## config.mk

```make
export PLATFORM = sky130hd
export DESIGN_NAME = cache_fill_fsm_flat
export DESIGN_NICKNAME = d
export VERILOG_FILES = /design/src/rtl/cache_fill_fsm_if.sv /design/src/rtl/cache_fill_fsm.sv /design/src/flat_wrapper.sv
export SDC_FILE = /design/constraint.sdc
export NUM_CORES = 1
export LEC_CHECK = 0
export CAP_MARGIN = 15
export CORE_ASPECT_RATIO = 0.8
export CORE_MARGIN = 2
export CORE_UTILIZATION = 28
export CTS_BUF_LIST = sky130_fd_sc_hd__clkbuf_4 sky130_fd_sc_hd__clkbuf_8 sky130_fd_sc_hd__clkbuf_16
export DETAILED_ROUTE_END_ITERATION = 16
export PLACE_DENSITY = 0.86
export SLEW_MARGIN = 0
export SYNTH_ARGS = -nofsm -noshare
export SYNTH_HDL_FRONTEND = slang
export SYNTH_SLANG_ARGS = --single-unit
```

## constraint.sdc

```tcl
create_clock -name clk -period 1.55 [get_ports clk]
set_input_delay 0.155 -clock clk [delete_from_list [all_inputs] [get_ports clk]]
set_output_delay 0.155 -clock clk [all_outputs]
set_load 0.1 [all_outputs]
```

## src/rtl/cache_fill_fsm_if.sv

```systemverilog
// rtl/cache_fill_fsm_if.sv - cache miss / store / memory / fill signal bundle for cache_fill_fsm
interface cache_fill_fsm_if #(
  parameter int ADDR_W = 16,
  parameter int WORDS  = 8
);
  localparam int OFF_W = $clog2(WORDS);

  logic              i_miss;
  logic [ADDR_W-1:0] i_addr;
  logic              d_miss;
  logic [ADDR_W-1:0] d_addr;
  logic              st_req;
  logic [ADDR_W-1:0] st_addr;
  logic [15:0]       st_data;
  logic              mem_data_valid;
  logic [15:0]       mem_data_in;
  logic              mem_en;
  logic              mem_wr;
  logic [ADDR_W-1:0] mem_addr;
  logic [15:0]       mem_data_out;
  logic [15:0]       fill_data;
  logic [OFF_W-1:0]  fill_word;
  logic              fill_wr_i;
  logic              fill_wr_d;
  logic              tag_wr_i;
  logic              tag_wr_d;
  logic              stall;

  // master is the fill controller, slave is the caches/memory/pipeline side
  modport master (
    input  i_miss, i_addr, d_miss, d_addr, st_req, st_addr, st_data,
           mem_data_valid, mem_data_in,
    output mem_en, mem_wr, mem_addr, mem_data_out, fill_data, fill_word,
           fill_wr_i, fill_wr_d, tag_wr_i, tag_wr_d, stall
  );

  modport slave (
    output i_miss, i_addr, d_miss, d_addr, st_req, st_addr, st_data,
           mem_data_valid, mem_data_in,
    input  mem_en, mem_wr, mem_addr, mem_data_out, fill_data, fill_word,
           fill_wr_i, fill_wr_d, tag_wr_i, tag_wr_d, stall
  );
endinterface

```

## src/rtl/cache_fill_fsm.sv

```systemverilog
// rtl/cache_fill_fsm.sv - shared I/D cache miss fill controller with write-through store forwarding
module cache_fill_fsm #(
  parameter int WORDS  = 8,
  parameter int ADDR_W = 16
) (
  input  logic             clk,
  input  logic             rst_n,
  cache_fill_fsm_if.master bus
);
  localparam int OFF_W  = $clog2(WORDS);
  localparam int BASE_W = ADDR_W - OFF_W - 1;
  localparam logic [OFF_W:0] LAST = (OFF_W + 1)'(WORDS - 1);

  typedef enum logic [1:0] {IDLE, FILL_D, FILL_I, DRAIN} state_t;

  state_t            state, state_n;
  logic [BASE_W-1:0] base, base_n;
  logic [OFF_W:0]    req_cnt, req_cnt_n;
  logic [OFF_W:0]    rcv_cnt, rcv_cnt_n;
  logic              src_i, src_i_n;

  logic unused_addr_bits;
  assign unused_addr_bits = ^{bus.i_addr[OFF_W:0], bus.d_addr[OFF_W:0]};

  always_ff @(posedge clk or negedge rst_n) begin
    if (!rst_n) begin
      state   <= IDLE;
      base    <= '0;
      req_cnt <= '0;
      rcv_cnt <= '0;
      src_i   <= 1'b0;
    end else begin
      state   <= state_n;
      base    <= base_n;
      req_cnt <= req_cnt_n;
      rcv_cnt <= rcv_cnt_n;
      src_i   <= src_i_n;
    end
  end

  always_comb begin
    state_n          = state;
    base_n           = base;
    req_cnt_n        = req_cnt;
    rcv_cnt_n        = rcv_cnt;
    src_i_n          = src_i;
    bus.mem_en       = 1'b0;
    bus.mem_wr       = 1'b0;
    bus.mem_addr     = '0;
    bus.mem_data_out = '0;
    bus.fill_data    = '0;
    bus.fill_word    = '0;
    bus.fill_wr_i    = 1'b0;
    bus.fill_wr_d    = 1'b0;
    bus.tag_wr_i     = 1'b0;
    bus.tag_wr_d     = 1'b0;

    unique case (state)
      IDLE: begin
        // the store uses the port this cycle; a pending miss is latched alongside it
        if (bus.st_req) begin
          bus.mem_en       = 1'b1;
          bus.mem_wr       = 1'b1;
          bus.mem_addr     = bus.st_addr;
          bus.mem_data_out = bus.st_data;
        end
        if (bus.d_miss) begin
          base_n  = bus.d_addr[ADDR_W-1 -: BASE_W];
          src_i_n = 1'b0;
          state_n = FILL_D;
        end else if (bus.i_miss) begin
          base_n  = bus.i_addr[ADDR_W-1 -: BASE_W];
          src_i_n = 1'b1;
          state_n = FILL_I;
        end
      end
      FILL_D, FILL_I: begin
        bus.mem_en   = 1'b1;
        bus.mem_addr = {base, req_cnt[OFF_W-1:0], 1'b0};
        req_cnt_n    = req_cnt + 1'b1;
        if (req_cnt == LAST) state_n = DRAIN;
      end
      default: ;
    endcase

    // returned words are counted rather than timed, so memory latency is not baked in
    if (state != IDLE && bus.mem_data_valid) begin
      bus.fill_data = bus.mem_data_in;
      bus.fill_word = rcv_cnt[OFF_W-1:0];
      bus.fill_wr_i = src_i;
      bus.fill_wr_d = !src_i;
      rcv_cnt_n     = rcv_cnt + 1'b1;
      if (rcv_cnt == LAST) begin
        bus.tag_wr_i = src_i;
        bus.tag_wr_d = !src_i;
        req_cnt_n    = '0;
        rcv_cnt_n    = '0;
        state_n      = IDLE;
      end
    end

    bus.stall = (state != IDLE) | bus.i_miss | bus.d_miss;
  end
endmodule

```

## src/flat_wrapper.sv

```systemverilog
// flat-port wrapper written by rule: the top's interface ports become plain ports
module cache_fill_fsm_flat 
#(
  parameter int WORDS  = 8,
  parameter int ADDR_W = 16
)
  (clk, rst_n, bus_i_miss, bus_i_addr, bus_d_miss, bus_d_addr, bus_st_req, bus_st_addr, bus_st_data, bus_mem_data_valid, bus_mem_data_in, bus_mem_en, bus_mem_wr, bus_mem_addr, bus_mem_data_out, bus_fill_data, bus_fill_word, bus_fill_wr_i, bus_fill_wr_d, bus_tag_wr_i, bus_tag_wr_d, bus_stall);
  cache_fill_fsm_if #(.ADDR_W(ADDR_W), .WORDS(WORDS)) bus_i ();
  input  logic clk;
  input  logic rst_n;
  input wire logic [$bits(bus_i.i_miss)-1:0] bus_i_miss;
  input wire logic [$bits(bus_i.i_addr)-1:0] bus_i_addr;
  input wire logic [$bits(bus_i.d_miss)-1:0] bus_d_miss;
  input wire logic [$bits(bus_i.d_addr)-1:0] bus_d_addr;
  input wire logic [$bits(bus_i.st_req)-1:0] bus_st_req;
  input wire logic [$bits(bus_i.st_addr)-1:0] bus_st_addr;
  input wire logic [$bits(bus_i.st_data)-1:0] bus_st_data;
  input wire logic [$bits(bus_i.mem_data_valid)-1:0] bus_mem_data_valid;
  input wire logic [$bits(bus_i.mem_data_in)-1:0] bus_mem_data_in;
  output wire logic [$bits(bus_i.mem_en)-1:0] bus_mem_en;
  output wire logic [$bits(bus_i.mem_wr)-1:0] bus_mem_wr;
  output wire logic [$bits(bus_i.mem_addr)-1:0] bus_mem_addr;
  output wire logic [$bits(bus_i.mem_data_out)-1:0] bus_mem_data_out;
  output wire logic [$bits(bus_i.fill_data)-1:0] bus_fill_data;
  output wire logic [$bits(bus_i.fill_word)-1:0] bus_fill_word;
  output wire logic [$bits(bus_i.fill_wr_i)-1:0] bus_fill_wr_i;
  output wire logic [$bits(bus_i.fill_wr_d)-1:0] bus_fill_wr_d;
  output wire logic [$bits(bus_i.tag_wr_i)-1:0] bus_tag_wr_i;
  output wire logic [$bits(bus_i.tag_wr_d)-1:0] bus_tag_wr_d;
  output wire logic [$bits(bus_i.stall)-1:0] bus_stall;
  assign bus_i.i_miss = bus_i_miss;
  assign bus_i.i_addr = bus_i_addr;
  assign bus_i.d_miss = bus_d_miss;
  assign bus_i.d_addr = bus_d_addr;
  assign bus_i.st_req = bus_st_req;
  assign bus_i.st_addr = bus_st_addr;
  assign bus_i.st_data = bus_st_data;
  assign bus_i.mem_data_valid = bus_mem_data_valid;
  assign bus_i.mem_data_in = bus_mem_data_in;
  assign bus_mem_en = bus_i.mem_en;
  assign bus_mem_wr = bus_i.mem_wr;
  assign bus_mem_addr = bus_i.mem_addr;
  assign bus_mem_data_out = bus_i.mem_data_out;
  assign bus_fill_data = bus_i.fill_data;
  assign bus_fill_word = bus_i.fill_word;
  assign bus_fill_wr_i = bus_i.fill_wr_i;
  assign bus_fill_wr_d = bus_i.fill_wr_d;
  assign bus_tag_wr_i = bus_i.tag_wr_i;
  assign bus_tag_wr_d = bus_i.tag_wr_d;
  assign bus_stall = bus_i.stall;
  cache_fill_fsm #(.WORDS(WORDS), .ADDR_W(ADDR_W)) u_core (.clk(clk), .rst_n(rst_n), .bus(bus_i));
endmodule
```

# --- Word level (Yosys, flattened, before mapping) ---
# Cells that the tools add are included.
word_totals:
  elab_cells: 49
  register_bits: 23
  output_inout_bits: 58
  input_bits: 86
op_classes:
  reduce_logical: 7
  add_sub_neg: 2
  n_eq_ne: 4
  mux: 29
  n_bitwise: 2
ops:
  columns: ["op", "n"]
  rows:
  - ["16-bit two-way mux", 4]
  - ["16-bit case mux with 2 select lines", 1]
  - ["12-bit two-way mux", 2]
  - ["4-bit two-way mux", 4]
  - ["1-bit two-way mux", 10]
  - ["2-bit two-way mux", 5]
  - ["4-bit by 1-bit adder with 4-bit output, second input constant", 2]
  - ["4-bit by 3-bit equality test with 1-bit output, second input constant", 2]
  - ["2-bit case mux with 2 select lines", 1]
  - ["2-bit nonzero test", 2]
  - ["3-bit two-way mux", 1]
  - ["2-bit by 1-bit equality test with 1-bit output, second input constant", 1]
  - ["2-bit equality test, second input constant", 1]
  - ["2-bit logical NOT", 1]
  - ["1-bit bitwise OR", 2]
  - ["1-bit case mux with 2 select lines", 1]
  - ["2-bit AND reduction", 1]
  - ["2-bit OR reduction", 1]
  - ["1-bit logical AND", 1]
  - ["1-bit logical NOT", 1]

# --- Depth between registers and ports, before layout ---
logic_depth:
  depth_word: 5
  ltp_mapped: 7
  ltp_nobuf: 5

# --- Least setup slack after synthesis ---
# OpenSTA, ideal clock, no wires.
synth_path:
  path_type: "register to output"
  startpoint: "reg u_core.state[0]"
  endpoint: "out bus_tag_wr_d"
  setup_slack_ns: -1.176
  stages_incl_launch_ff: 8
  path_buffers: 2
  arrival_ns: 2.571
  required_ns: 1.395
  cell_sequence: "dfrtp_1 -> inv_1 -> ha_1 -> nor2b_1 -> buf_4 -> and4b_1 -> buf_4 -> nor2b_1"
synth_via:
  elab_chain_len: 3
synth_rtl:
  columns: ["element", "line_no", "text"]
  rows:
  - ["start, declared", "cache_fill_fsm.sv:16", "state_t state, state_n;"]
  - ["start signal, assigned", "cache_fill_fsm.sv:33", "state <= state_n;"]
  - ["2-bit nonzero test", "cache_fill_fsm.sv:87", "if (state != IDLE && bus.mem_data_valid) begin"]
  - ["1-bit logical AND", "cache_fill_fsm.sv:87", null]
  - ["1-bit two-way mux", "cache_fill_fsm.sv:87", null]
  - ["end, declared", "flat_wrapper.sv:29", "output wire logic [$bits(bus_i.tag_wr_d)-1:0] bus_tag_wr_d;"]
# No other way between the ends.

# --- Worst setup path in the final report ---
layout_path:
  startpoint: "reg u_core.state[1]"
  endpoint: "out bus_mem_addr[12]"
layout_via:
  elab_chain_len: 3
  word_cells_on_any_way: 5
layout_rtl:
  columns: ["element", "line_no", "text"]
  rows:
  - ["2-bit by 1-bit equality test with 1-bit output or 2-bit equality test (tied branches)", "cache_fill_fsm.sv:58", "unique case (state)"]
  - ["2-bit OR reduction", "cache_fill_fsm.sv:58", null]
  - ["16-bit case mux with 2 select lines *", "cache_fill_fsm.sv:58", null]
  - ["end, declared", "flat_wrapper.sv:22", "output wire logic [$bits(bus_i.mem_addr)-1:0] bus_mem_addr;"]
# Every way passes the cells marked *; elsewhere a longest branch is shown, timed or not.

==> summary.md <==
| Metric | Value |
|---|---|
| Top-area cell type share of the netlist area | 0.358 |
| Worst Setup End Kind | primary output |
| FF-to-FF path depth | 8 |
| CP Class | register to primary output |
| Number of distinct library cells after synthesis | 34 |
| R2r setup slk | -0.12 ns |
| R2r startpoint | u_core.state[1]$_DFF_PN0_ |
| Post-DR wirelength/cell | 19.9 um |
| DR vias | 2045 |
| Synth area leader | dfrtp_1 |
| Clock Sinks | 23 |
| Largest cells by area after synthesis | dfrtp_1 36%, and2_1 8.6%, mux2i_1 8.1% |
| Antenna cells | 0 |
| Critical Path RT | 1.39 ns |
| Post-DRT Antenna Nets | 0 |
| Boundary pin count | about 140 |
| Maximum vdd ir drop | roughly 2500 uV |
| Clock Tree Root | clkbuf_8 |
| Chip Width | between 80 and 90 um |
| Finished Layout Cells | 415 |
| Number of antenna violations at the first check in global routing | 0 |
| Die area | 6370 um^2 |
| Num rows | 24 |
| Clock Path Buffers | 2 |
| Initial drt markers | 83 |
| Critical Path Start Type | register |
| Relative max-transition margin | 0.759 |
| Mapped Nets | ~270 |
| CTS buffer count | 3 |
| Number of synthesized register bits | 23 |
| Clock power frac | 0.033 |
| Largest net degree at the start of global routing | 24 |
| Crit share post-route | 1.25 |
| Layout area overhead | 180% |
| RSZ-0062 raised after global routing | yes |
| LEAKAGE | 1.95 nW |
| Slew Viols, Final | 0 |
| Worst min path class | input port to asynchronous set/reset pin |
| First-pass DRT Iterations | 4 |
| Crit-path most repeated cell | buf_12 |
| Clock Latency Late Sink | 0.27 ns |
| Power Internal | between 5 and 6 mW |
| WHS | ~0.25 ns |
| Core ar. | 5500 um^2 |
| Hold-fix buffers, CTS | 0 |
| CTS HTree Levels | 1 |
| Setup crit end | bus_mem_addr[12] |
| Effective utilization at floorplan | 0.293 |
| Sw Share | 0.535 |
| Pre-CTS setup slack | -0.112 ns |
| Seq/Total Area, Yosys | 0.358 |
| Psw | 6.32 mW |
| Final Cell Area | 4510 um^2 |
| Worst r2r dst | u_core.rcv_cnt[3]$_DFFE_PN0P_ |
| Gpl congestion | 0.814 |
| # fillers | around 300 |
| Area of the multi-input gates | approximately 1400 um^2 |
| Worst-path clk slew | 0.09 ns |
| Setup ws final | -0.383 ns |
| Max Clk Rate | 517 MHz |
| Setup violations, final | 74 |
| Final #Nets | 429 |
| Syn_area_per_cell | 9.25 um^2 |
| Failing checks | negative setup slack |
| Logic pwr share | 0.858 |
| Synth warn | 0 |
| Design Power | between 10 and 15 mW |
| Mapped Area | 1610 um^2 |
| Final WL | approximately 8300 um |
| Worst path cell trace | inv_2, ha_4, and2b_4, buf_12, a22o_4, buf_12 |
| Clock Skew | 0.00177 ns |
| # DRC | 0 |
| Cells after DPL | 391 |
| CP max stage delay | ~0.45 ns |
| Least-Margin Pin Slew | around 0.36 ns |
| Max Cap Viol | 0 |
| Total grt overflow | 0 |
| Tot GR Track Use | 0.250 |
| Arrival time at the worst endpoint | around 1.8 ns |
| DR vias/cell | just under 5 |
| Mapped Cells | 174 |
| Buffers on Ports | approximately 140 |
| DP HPWL | just over 5000 um |
| Height of the die | a little over 70 um |
| Reg power frac | 0.109 |
| Placed Area | 3960 um^2 |
| CTS tree | done |
| Crit path max fanout | 6 |
| Sequential Area | about 580 um^2 |
| Final count of hold timing violations | 0 |
| Worst path slowest cell | dfrtp_2 |
| Share of cells above drive strength 1 | 0.567 |
| PwrDens | ~2600 nW/um^2 |
| Global-route wire length before repair | 12000 um |
| Period minus WS final | 1.93 ns |
| Worst Setup SP | u_core.state[1]$_DFF_PN0_ |
| Status | finished, violations left |
| Vias in the first global route | about 2200 |
## synthesized netlist by cell type
cell type,n
and2_1,22
mux2_2,2
a22o_1,10
nor3b_1,1
o22ai_1,1
or3b_1,1
dfrtp_1,23
and4b_1,1
buf_6,2
a311oi_1,1
nor4bb_1,1
xnor2_1,2
nor2b_1,5
dlymetal6s2s_1,1
ha_1,5
nand2_1,15
a21oi_1,2
buf_4,3
a22o_2,4
o21ai_1,1
clkbuf_1,5
nand4_1,2
xor2_1,2
and2_4,1
mux2i_1,13
a211oi_2,1
o21ai_0,14
nor2_1,7
and3_1,17
or2_2,1
inv_1,3
buf_2,3
o21ai_2,1
and2b_4,1
## through the flow
step | utilization | setup TNS (ns)
finish | 0.820 | -17.48
CTS | 0.802 | -16.43
global placement | 0.721 | -0.788
floorplan | - | -4.56
detailed placement | 0.721 | -2.96
global route | 0.820 | -21.11
## power by group through the flow
stage	Sequential [mW]	Combinational [mW]	Clock, mW
finish	1.29	10.1	0.388
global route	1.32	10.5	0.423
CTS	1.21	9.72	0.391
detailed placement	1.20	8.74	0
global placement	1.18	8.58	0
floorplan	1.13	5.68	0
## critical path, delay by kind of cell (launching register included)
kind / cells / cell delay (ns)
buffers and inverters: 3 / 0.39
adders and majority gates: 1 / 0.20
AOI/OAI and AO/OA: 1 / 0.25
DFF: 1 / 0.45
and+or+nand+nor: 1 / 0.20
## worst min-delay path by stage
stage | start | to | slack, ns | cells after the start
floorplan | rst_n | u_core.base[0]$_DFFE_PN0P_ | -0.14 | 0
global placement | u_core.base[10]$_DFFE_PN0P_ | u_core.base[10]$_DFFE_PN0P_ | 0.48 | 2
detailed placement | u_core.base[7]$_DFFE_PN0P_ | u_core.base[7]$_DFFE_PN0P_ | 0.50 | 2
CTS | rst_n | u_core.base[4]$_DFFE_PN0P_ | 0.25 | 2
global route | rst_n | u_core.state[1]$_DFF_PN0_ | 0.28 | 2
finish | rst_n | u_core.req_cnt[0]$_DFF_PN0_ | 0.25 | 2
## layout make-up
type / instances / area share
Timing Repair Buffer: 172 / 0.530
Multi-Input combinational cell: 135 / 0.307
Inverter: 3 / 0.00250
Sequential cell: 23 / 0.128
Tap cell: 78 / 0.0216
Clock inverter: 1 / 0.00111
Clock buffer: 3 / 0.00916
## repair_timing
| item | in CTS | in global routing |
|---|---|---|
| pin swaps | 13 | 20 |
| resized for setup | 49 | 41 |
| cloned | 5 | 3 |
| endpoints found under the hold margin | 0 | 0 |
| buffers inserted | 14 | 7 |
| endpoints found under the setup margin | 59 | 78 |
## logic make-up (layout without fill, tap and decap cells)
kind of cell,count (synthesis),count (layout),share of synthesized area
DFF,23,23,0.358
xor gates and xnor gates,4,4,0.0218
AOI/OAI and AO/OA,35,35,0.155
muxes,15,15,0.0949
buffers and inverters,17,179,0.0638
adders and majority gates,5,5,0.0389
and+or+nand+nor,75,76,0.268
## metal layers
metal  global-route usage  vias up  part of all wire
met5                    0        -                 0
met4               0.0404        0             0.013
met3               0.0541        8             0.048
met2                0.456       78              0.54
met1                0.305     1020              0.39
li1                     -      939                 -
## sequential cells by signal (all words and copies together) (netlist names)
| name | count |
|---|---|
| u_core.rcv_cnt | 4 |
| u_core.req_cnt | 4 |
| u_core.base | 12 |
| u_core.src_i | 1 |
| u_core.state | 2 |
## cell usage in the layout (no fill, tap or decap), types with 2 or more instances in the layout
master | Yosys | routed
nor2_1 | 7 | 6
buf_8 | 0 | 3
clkdlybuf4s50_1 | 0 | 77
mux2i_1 | 13 | 13
nand2_1 | 15 | 4
ha_1 | 5 | 2
nor2b_1 | 5 | 2
xor2_1 | 2 | 2
nor2b_4 | 0 | 3
inv_2 | 0 | 2
dfrtp_1 | 23 | 21
and3_4 | 0 | 17
clkbuf_8 | 0 | 3
ha_4 | 0 | 3
nand2_4 | 0 | 6
buf_4 | 3 | 15
a22o_4 | 0 | 14
buf_12 | 0 | 63
clkbuf_16 | 0 | 2
xnor2_1 | 2 | 2
o21ai_1 | 1 | 8
o21ai_0 | 14 | 3
dfrtp_2 | 0 | 2
nand4_1 | 2 | 2
and2_4 | 1 | 24
buf_6 | 2 | 11
o21ai_2 | 1 | 4
nand2_2 | 0 | 5
(Power assumes the default switching activity.)
